<file path="src/rtl/mutative_types.sv">
// Shared types and constants for the mutative cache slice.
//
// Contents:
//   CLA_BEAT_W     - burst beat width used by the cacheline adapter
//   CLA_BURST_LEN  - beats per cache line on the burst port
//   cla_state_t    - cacheline adapter FSM states
//   cla_line_align - clears the byte-in-line offset of an address
package mutative_types;

  localparam int CLA_BEAT_W    = 64;
  localparam int CLA_BURST_LEN = 4;

  typedef enum logic [2:0] {
    IDLE,
    RD_REQ,
    RD_WAIT,
    WR_BURST,
    RESP
  } cla_state_t;

  // 256-bit lines are 32 bytes, so the low five address bits select a byte.
  function automatic logic [31:0] cla_line_align(input logic [31:0] addr);
    return addr & 32'hFFFF_FFE0;
  endfunction

endpackage

</file>
<file path="src/rtl/mutative_cacheline_adapter.sv">
// mutative_cacheline_adapter
//
// Bridges the cache's line-granular memory port (dfp_*) to a burst memory
// port (bmem_*). Writebacks are serialised into BURST_LEN beats, read
// bursts are gathered into one line, and each transaction ends with a
// single-cycle dfp_resp. Only one transaction is in flight at a time.
//
// Ports:
//   clk, rst             - clock, synchronous active-high reset
//   dfp_addr/read/write  - line request from the cache (level-held)
//   dfp_wdata            - line to write back
//   dfp_rdata            - last assembled read line (held until next read)
//   dfp_resp             - one-cycle transaction-done pulse
//   bmem_addr            - line-aligned burst address
//   bmem_read            - read command (held until bmem_ready)
//   bmem_write/wdata     - write beat valid and data
//   bmem_ready           - memory accepts command/beat this cycle
//   bmem_raddr/rdata/rvalid - returning read beat with its address tag
//   raddr_err            - sticky read-address mismatch flag
//
// Build option:
//   MUTATIVE_CLA_RADDR_CHECK_EN - when defined, read beats whose tag does
//   not match the requested line are dropped and raddr_err is set. When
//   undefined, bmem_raddr is ignored and raddr_err is tied low.
//
// Every output comes straight from a flop, so nothing on dfp_* reaches
// bmem_* combinationally.
module mutative_cacheline_adapter
  import mutative_types::*;
#(
  parameter int BEAT_W    = CLA_BEAT_W,
  parameter int BURST_LEN = CLA_BURST_LEN
) (
  input  logic                        clk,
  input  logic                        rst,
  input  logic [31:0]                 dfp_addr,
  input  logic                        dfp_read,
  input  logic                        dfp_write,
  input  logic [BEAT_W*BURST_LEN-1:0] dfp_wdata,
  output logic [BEAT_W*BURST_LEN-1:0] dfp_rdata,
  output logic                        dfp_resp,
  output logic [31:0]                 bmem_addr,
  output logic                        bmem_read,
  output logic                        bmem_write,
  output logic [BEAT_W-1:0]           bmem_wdata,
  input  logic                        bmem_ready,
  input  logic [31:0]                 bmem_raddr,
  input  logic [BEAT_W-1:0]           bmem_rdata,
  input  logic                        bmem_rvalid,
  output logic                        raddr_err
);

  localparam int LINE_W = BEAT_W * BURST_LEN;
  localparam int CNT_W  = $clog2(BURST_LEN);
  localparam logic [CNT_W-1:0] LAST_BEAT = CNT_W'(BURST_LEN - 1);

  cla_state_t          state_q, state_d;
  logic [CNT_W-1:0]    cnt_q, cnt_d;
  logic [LINE_W-1:0]   line_q, line_d;
  logic [LINE_W-1:0]   rdata_q, rdata_d;
  logic                resp_q, resp_d;
  logic [31:0]         addr_q, addr_d;
  logic                read_q, read_d;
  logic                write_q, write_d;
  logic [BEAT_W-1:0]   wdata_q, wdata_d;
  logic                raddr_match;

`ifdef MUTATIVE_CLA_RADDR_CHECK_EN
  logic raddr_err_q, raddr_err_d;

  assign raddr_match = (bmem_raddr == addr_q);
  // Sticky until reset: any mis-tagged beat while gathering a line.
  assign raddr_err_d = raddr_err_q |
                       ((state_q == RD_WAIT) && bmem_rvalid && !raddr_match);

  always_ff @(posedge clk) begin
    if (rst) raddr_err_q <= 1'b0;
    else     raddr_err_q <= raddr_err_d;
  end

  assign raddr_err = raddr_err_q;
`else
  logic unused_raddr;

  assign raddr_match  = 1'b1;
  assign unused_raddr = ^bmem_raddr;
  assign raddr_err    = 1'b0;
`endif

  always_comb begin
    state_d = state_q;
    cnt_d   = cnt_q;
    line_d  = line_q;
    rdata_d = rdata_q;
    resp_d  = 1'b0;
    addr_d  = addr_q;
    read_d  = read_q;
    write_d = write_q;
    wdata_d = wdata_q;

    case (state_q)
      IDLE: begin
        read_d  = 1'b0;
        write_d = 1'b0;
        // Write has priority so a dirty victim is never lost.
        if (dfp_write) begin
          line_d  = dfp_wdata;
          addr_d  = cla_line_align(dfp_addr);
          cnt_d   = '0;
          write_d = 1'b1;
          wdata_d = dfp_wdata[BEAT_W-1:0];
          state_d = WR_BURST;
        end else if (dfp_read) begin
          addr_d  = cla_line_align(dfp_addr);
          cnt_d   = '0;
          read_d  = 1'b1;
          state_d = RD_REQ;
        end
      end

      RD_REQ: begin
        if (bmem_ready) begin
          read_d  = 1'b0;
          state_d = RD_WAIT;
        end
      end

      RD_WAIT: begin
        if (bmem_rvalid && raddr_match) begin
          line_d[BEAT_W*int'(cnt_q) +: BEAT_W] = bmem_rdata;
          cnt_d = cnt_q + 1'b1;
          // dfp_rdata only changes when a full line has been gathered.
          if (cnt_q == LAST_BEAT) begin
            rdata_d = line_d;
            resp_d  = 1'b1;
            state_d = RESP;
          end
        end
      end

      WR_BURST: begin
        if (bmem_ready) begin
          if (cnt_q == LAST_BEAT) begin
            write_d = 1'b0;
            resp_d  = 1'b1;
            state_d = RESP;
          end else begin
            // Preload the next beat so bmem_wdata stays registered.
            cnt_d   = cnt_q + 1'b1;
            wdata_d = line_q[BEAT_W*int'(cnt_d) +: BEAT_W];
          end
        end
      end

      RESP: begin
        state_d = IDLE;
      end

      default: begin
        read_d  = 1'b0;
        write_d = 1'b0;
        state_d = IDLE;
      end
    endcase
  end

  always_ff @(posedge clk) begin
    if (rst) begin
      state_q <= IDLE;
      cnt_q   <= '0;
      rdata_q <= '0;
      resp_q  <= 1'b0;
      addr_q  <= '0;
      read_q  <= 1'b0;
      write_q <= 1'b0;
      wdata_q <= '0;
    end else begin
      state_q <= state_d;
      cnt_q   <= cnt_d;
      rdata_q <= rdata_d;
      resp_q  <= resp_d;
      addr_q  <= addr_d;
      read_q  <= read_d;
      write_q <= write_d;
      wdata_q <= wdata_d;
    end
  end

  // Line buffer is pure data; a partial line left by reset is never exposed.
  always_ff @(posedge clk) begin
    line_q <= line_d;
  end

  assign dfp_rdata  = rdata_q;
  assign dfp_resp   = resp_q;
  assign bmem_addr  = addr_q;
  assign bmem_read  = read_q;
  assign bmem_write = write_q;
  assign bmem_wdata = wdata_q;

endmodule

</file>
<file path="config.mk">
export PLATFORM = sky130hd
export DESIGN_NAME = mutative_cacheline_adapter
export DESIGN_NICKNAME = d
export VERILOG_FILES = /design/src/rtl/mutative_types.sv /design/src/rtl/mutative_cacheline_adapter.sv
export SDC_FILE = /design/constraint.sdc
export NUM_CORES = 1
export LEC_CHECK = 0
export ABC_AREA = 1
export CAP_MARGIN = 20
export CORE_AREA = 3 3 299 301
export CTS_CLUSTER_DIAMETER = 40
export CTS_CLUSTER_SIZE = 28
export DETAILED_ROUTE_END_ITERATION = 16
export DIE_AREA = 0 0 302 304
export GPL_ROUTABILITY_DRIVEN = 0
export GPL_TIMING_DRIVEN = 0
export PLACE_DENSITY_LB_ADDON = 0.2
export SYNTH_ARGS = -nofsm -noshare
export SYNTH_HDL_FRONTEND = slang
export SYNTH_SLANG_ARGS = --single-unit
</file>
<file path="constraint.sdc">
create_clock -name clk -period 37.8 [get_ports clk]
set_input_delay 9.45 -clock clk [delete_from_list [all_inputs] [get_ports clk]]
set_output_delay 9.45 -clock clk [all_outputs]
set_load 0.02 [all_outputs]
</file>
# Word level (Yosys, flattened, before mapping)
# Cells that the tools add are included.
[word_totals]
latchBits = 0
memories = 0
ramBits = 0
rom_bits = 0
output_inout_bits = 356
reg_bits = 616
[op_classes]
bitwise_logic = 2
order_cmp = 0
shift = 3
mux = 35
n_div = 0
n_eq_ne = 12
n_reduce_logical = 15
multipliers = 0
add_sub_neg = 2
[op_table]
columns = ["operator", "n"]
rows = [
  ["$mux W256", 2],
  ["$pmux W256 S2", 1],
  ["$bwmux W256", 1],
  ["$shift A64 B33 Y256 const A", 1],
  ["$shiftx A256 B9 Y64", 1],
  ["$shiftx A64 B33 Y256", 1],
  ["$mux W64", 3],
  ["$pmux W64 S2", 1],
  ["$mux W32", 2],
  ["$neg A8 Y33", 1],
  ["$mux W3", 6],
  ["$ne A2 B2 Y1 const B", 6],
  ["$pmux W3 S4", 1],
  ["$mux W2", 5],
  ["$mux W1", 9],
  ["$reduce_and A3 Y1", 3],
  ["$reduce_and A4 Y1", 2],
  ["$eq A3 B2 Y1 const B", 2],
  ["$pmux W1 S3", 2],
  ["$pmux W2 S3", 1],
  ["$reduce_bool A2 Y1", 3],
  ["$reduce_or A3 Y1", 2],
  ["$reduce_and A5 Y1", 1],
  ["$reduce_and A2 Y1", 2],
  ["other kinds (9)", 10],
]

# Depth between registers and ports, before layout
# Gate-level depths: netlist (run 1).
[logic_depth]
ltp_word = 5
ltp_mapped = 14

# Worst setup path before layout (run 1)
# No wires, ideal clock.
[synth_path]
path_type = "input port to flip-flop"
start = "in bmem_rvalid"
end = "reg line_q[0], enable pin"
arrival_time_ns = 27.995
stages = 3
setup_slack_ns = 8.539
setup_time_ns = 1.266
cell_sequence = "inv_1 > nand3_1 > a21boi_0"
[synth_via]
elab_chain_cells = 2
[synth_rtl]
columns = ["element", "line_no", "rtl"]
rows = [
  ["start, declared", "mutative_cacheline_adapter.sv:49", "input logic bmem_rvalid,"],
  ["$ne A2 B2 Y1 (no line)", "--", ""],
  ["$reduce_and A3 Y1 (no line)", "--", ""],
  ["end signal, assigned", "mutative_cacheline_adapter.sv:191", "line_q <= line_d;"],
  ["end, declared", "mutative_cacheline_adapter.sv:59", "logic [LINE_W-1:0] line_q, line_d;"],
]
# Every way passes these cells.
# A chain may end at the register's enable or synchronous reset.

==> metrics.csv, run 1 <==
metric,value,unit
clk_path_buf_depth,3,
cp_slowest_cell,clkbuf_2,
vdd_drop_max,0.0450,mV
critPathTopFamily,buffers and inverters,
crit_chain,"clkdlybuf4s50_1, clkinv_1, clkbuf_2, clkbuf_1, o21ai_0, a21oi_1",
clk_pin_slew,0.05,ns
cap_violations,0,
synth_top_flop_cell,dfxtp_1,
timing.hold.worst_endpoint,bmem_addr[9],
portBuffers,702,
worstRegToRegCells,14,
final-hold-violation-count,0,
drt_iter0_markers,3697,
die_x,302,um
num_rows,108,
synthToLayoutAreaGrowth,43.6,%
io_pins,746,
grt_busiest_layer,met2,
critPathKind,input port to flip-flop,
hp-class,flip-flop to flip-flop,
start_kind,input port,
first_global_vias,30498,
tightest_slew,1.07,ns
grt-ovfl-total,0,
cts_setup_buffers,0,
drive_above_1_share,7.86,%
final-max-slew-violation-count,0,
met2_usage,51.5,%
drc,0,
min_period_over_period,30.3,%
slew-limit-headroom,28.1,%
finalInstanceArea,0.0424,sq mm
critPathMaxStageDelay,0.70,ns
synth_area,0.0295,sq mm
cts_max_level,3,
grt.met3_usage,7.56,%
power_leakage,0.0182,uW
cts_root_buffer,clkbuf_16,
cp_max_fo,10,
synth_top_area_share,26.1,%
critPathBufInv,4,
cts_hold_buf,0,
synth_top_area_cell,edfxtp_1,
grt_max_degree,27,
synth_area_leaders,"edfxtp_1, dfxtp_1, nand2_1",
synth_edf_count,256,
powerDensity,81.2,mW/mm^2
critPathArrivalTime,12.03,ns
cts_resized,0,
grt_first_pass_wirelength,214,mm
antenna_found_initial,19,
holdPathStages,2,
dp_hpwl,115,mm
num_vias,31656,
r2r-end,line_q[60],
fin_ws,26.33,ns
cts.sinks,611,
place_area,0.0383,sq mm
min_from,bmem_addr[9],
core,0.0869,sq mm
ys_seq_elements,611,
synth-async-reset-ratio,0,%
synth_cell_type_count,28,
cts_made_buffers,111,
finalWirelength,152,mm
grt_usage,31.9,%
grtUsageMet1,40.7,%
cts_tree,built,
ys.warnings.count,0,
setup_viol,0,
r2r_start,cnt_q[0],
post_drt_wl_per_cell,25.3,um
insertion_delay,0.69,ns
fin_nets,5132,
dieArea,0.0918,sq mm
start_util,33.9,%
period_minus_slack,11.47,ns
ff2ff_setup_slack,33.35,ns
synth_area_per_cell,7.56,sq um
die_h,304,um
max_freq,87.2,MHz
finClkSkew,0.0383,ns
syn-instance-count,3899,
drtPass1Iterations,6,
cp-end-kind,flip-flop,
rsz0062_at_grt,false,
fin_util,48.7,%
ys_seq_area_share,50.2,%
preCtsSetupSlack,25.70,ns
ant_nets,0,
cp.required,38.36,ns
vias_per_cell,5.27,
status,"complete, no violations",
## where the power goes
| part | internal [uW] | total, uW | switching [uW] |
|---|---|---|---|
| logic | 424 | 1310 | 885 |
| registers | 961 | 1090 | 125 |
| clock network | 647 | 1040 | 396 |
## worst reg2reg max path, cell delays in order, from the launching register on
cell,delay (ns)
dfxtp_1,0.35
buf_2,0.17
clkinv_1,0.16
buf_2,0.49
clkbuf_1,0.66
ha_1,0.35
buf_2,0.15
inv_1,0.09
nand4_1,0.57
buf_8,0.40
buf_8,0.17
clkbuf_1,0.29
o22ai_1,0.21
inv_1,0.09
o21ai_0,0.16
## flip-flops by register name, summed over array words and instances (netlist names)
signal and flops:
bmem_wdata 64, bmem_read 1, state_q 3, cnt_q 2, dfp_rdata 256, bmem_write 1
dfp_resp 1, bmem_addr 27, line_q 256
## worst max path at each step
stage | cells past startpoint | start | slack (ns) | end
finish | 6 | rst | 26.33 | dfp_rdata[56]
global route | 6 | rst | 26.27 | state_q[0]
CTS | 7 | rst | 26.41 | bmem_wdata[5]
detailed placement | 6 | rst | 25.70 | dfp_resp
global placement | 4 | bmem_rvalid | -4.37 | line_q[97]
floorplan | 3 | bmem_rvalid | 8.54 | line_q[0]
## cells by family (layout without fill, tap and decap cells)
kind of cell | count (synthesis) | in the layout | share of synthesized area (%)
other cells | 1 | 20 | 0.0127
buf+inv | 830 | 1761 | 11.3
fa+ha+maj | 6 | 6 | 0.255
flops | 611 | 611 | 50.2
compound gates | 1186 | 1186 | 21.3
simple gates | 1265 | 1265 | 17.0
## cell usage after synthesis (2+ instances only)
library cell / count
a21oi_1: 442
a22oi_1: 70
buf_1: 14
buf_2: 123
buf_4: 16
clkbuf_1: 155
clkinv_1: 3
dfxtp_1: 355
edfxtp_1: 256
ha_1: 6
inv_1: 516
inv_2: 3
nand2_1: 915
nand2_2: 2
nand3_1: 161
nand3b_1: 2
nand4_1: 2
nor2_1: 177
nor3_2: 2
o21ai_0: 530
o21ai_1: 15
o22ai_1: 128
## layer usage
| layer | vias up | share of wire, % |
|---|---|---|
| met4 | 8 | 4.2 |
| met3 | 326 | 9.9 |
| met5 | - | 0.033 |
| met1 | 14992 | 40 |
| li1 | 14592 | - |
| met2 | 1738 | 46 |
## final cells by class
type / instances / area, sq um
Timing Repair Buffer: 719 / 7380
Clock inverter: 82 / 903
Clock buffer: 130 / 3070
Tap cell: 1155 / 1450
Buffer: 308 / 1380
Inverter: 522 / 1960
Multi-Input combinational cell: 2463 / 11400
Sequential cell: 611 / 14800
Antenna cell: 14 / 35.0
Fill cell: 8691 / 44500
## metrics by stage
stage | setup TNS [ns] | hold WS (ns) | power, uW | std cells
5_1_grt | 0 | 0.462 | 3600 | 5996
6_report | 0 | 0.442 | 3440 | 6004
2_1_floorplan | 0 | 0.512 | 1890 | 3904
4_1_cts | 0 | 0.444 | 3420 | 5989
3_3_place_gp | -1114.40 | 0.432 | 2510 | 5761
3_5_place_dp | 0 | 0.436 | 2370 | 5777
## cell usage in the layout (no fill, tap or decap), drive strengths merged, types with 162 or more instances in the layout
master,count
clkdlybuf4s50,702
a21oi,442
edfxtp,256
clkbuf,285
dfxtp,355
o21ai,545
nor2,179
buf,170
nand3,162
inv,537
nand2,917
Note: power is estimated with default switching activity, not from simulation.
==> run 2, diff against run 1 <==
clock period = 11.35 ns   (was 37.8 ns; I/O delays follow)
==> metrics.csv, run 2 (synthesized netlist as in run 1, its figures left out) <==
metric,value,unit,change
status,"complete, no violations",,
holdPathStages,2,,unchanged
cp.required,11.70,ns,-26.66 ns
grt_max_degree,27,,unchanged
ff2ff_setup_slack,6.55,ns,-26.80 ns
slew-limit-headroom,23.2,%,-4.9 points
cap_violations,0,,unchanged
fin_ws,6.38,ns,-19.95 ns
finalWirelength,152,mm,-0.44%
min_period_over_period,43.8,%,
crit_top_cell,buf_16,,
power_leakage,0.0182,uW,+0.12%
die_h,304,um,unchanged
grt_first_pass_wirelength,213,mm,-0.32%
first_global_vias,30506,,+0.026%
drtPass1Iterations,9,,+3
drt_iter0_markers,3827,,+3.5%
start_kind,input port,,
tightest_slew,1.14,ns,+0.0735 ns
final_cell_mix,"nand2_1, clkdlybuf4s50_1, o21ai_0",,
critPathKind,input port to flip-flop,,
layout_commonest_cell,nand2_1,,
cp_max_fo,22,,+12
cts_root_buffer,clkbuf_16,,
final-hold-violation-count,0,,unchanged
cts_setup_buffers,0,,unchanged
drive_above_1_share,7.57,%,-0.29 points
r2r-end,line_q[23],,
core,0.0869,sq mm,unchanged
insertion_delay,0.68,ns,about the same
vias_per_cell,5.27,,-0.11%
critPathBufInv,6,,+2
period_minus_slack,4.97,ns,
fin_nets,5132,,unchanged
dp_hpwl,115,mm,about the same
die_x,302,um,unchanged
timing.hold.worst_endpoint,bmem_addr[15],,
clk_pin_slew,0.05,ns,about the same
ant_nets,0,,unchanged
worstRegToRegCells,13,,-1
num_vias,31621,,-0.11%
max_freq,201,MHz,
fillers,8528,,-1.9%
critPathArrivalTime,5.32,ns,-6.71 ns
final-max-slew-violation-count,0,,unchanged
num_rows,108,,unchanged
dieArea,0.0918,sq mm,unchanged
whs,0.443,ns,+0.000810 ns
critPathMaxStageDelay,0.67,ns,-0.03 ns
start_util,33.9,%,unchanged
synthToLayoutAreaGrowth,43.8,%,
grt_usage,31.8,%,-0.043 points
fin_total_pwr,11500,uW,+230%
fin_cells,6004,,unchanged
cts_hold_buf,0,,unchanged
vdd_drop_max,0.160,mV,+250%
antenna_found_initial,23,,+4
setup_viol,0,,unchanged
cts_max_level,3,,unchanged
hp-class,flip-flop to flip-flop,,
crit_chain,"clkdlybuf4s50_1, nand2_1, a21boi_4, buf_12, buf_12, buf_16, buf_16, buf_16",,
clk_path_buf_depth,3,,unchanged
finClkSkew,0.0359,ns,-0.00240 ns
cp_slowest_cell,a21boi_4,,
fin_util,48.8,%,+0.068 points
placedCellCount,5777,,unchanged
io_pins,746,,unchanged
drc,0,,unchanged
r2r_start,cnt_q[0],,
cts_tree,built,,
cts_made_buffers,112,,+0.90%
cp-end-kind,flip-flop,,
preCtsSetupSlack,5.74,ns,-19.97 ns
portBuffers,702,,unchanged
cts.sinks,611,,unchanged
cts_resized,0,,unchanged
min_from,bmem_addr[15],,
critPathTopFamily,buffers and inverters,,
post_drt_wl_per_cell,25.2,um,-0.44%
rsz0062_at_grt,false,,
powerDensity,271,mW/mm^2,+230%
grt-ovfl-total,0,,unchanged
## run 2: cell count changes in the layout (fill, tap and decap cells not counted), sizes merged
cell	previous run	this run
clkbuf	285	297
clkinv	47	40
inv	537	530
bufinv	8	13
buf	170	169
clkinvlp	12	11
diode	14	13
## run 2: routing by layer
layer	up-vias	GRT usage [%]	part of all wire [%]
li1	14561	-	-
met1	14964	41.5	40
met2	1771	51.0	46
met3	317	6.51	9.2
met4	8	13.9	4.5
met5	-	0	0.034
## run 2: worst max-delay path by stage
stage / startpoint / cells past startpoint / end
after floorplan: dfp_write / 2 / line_q[0]
after global placement: dfp_write / 3 / line_q[225]
after detailed placement: bmem_rvalid / 9 / line_q[37]
after CTS: bmem_rvalid / 9 / line_q[164]
after global routing: bmem_rvalid / 9 / line_q[165]
final: dfp_write / 8 / line_q[164]
## run 2: metrics by stage
step                      area (sq um)  TNS (ns)
after floorplan                  29500         0
after global placement           38000  -1295.77
after detailed placement         38400         0
after CTS                        42400         0
after global routing             42400         0
final                            42400         0
## run 2: cell type report
class                   instances  area, sq um  area share (%)
flip-flops and latches        611        14800            34.9
multi-input cells            2463        11400            26.9
repair buffers                718         7400            17.5
clock buffers                 142         3120            7.36
inverters                     522         1960            4.62
well taps                    1155         1450            3.41
plain buffers                 308         1380            3.25
clock inverters                72          883            2.08
diodes                         13         32.5          0.0767
## run 2: where the power goes
part / switching, uW / leakage, uW / internal (uW)
combinational: 2940 / 0.0110 / 1430
clock: 1270 / 0.00193 / 2260
sequential: 410 / 0.00534 / 3200
total: 4620 / 0.0182 / 6890
## run 2: tightest hold or removal path: cells and delay by family, from the launching register on
kind,cells,cell delay (ns)
DFF,1,0.30
buffers and inverters,1,0.05
AOI/OAI and AO/OA,1,0.05
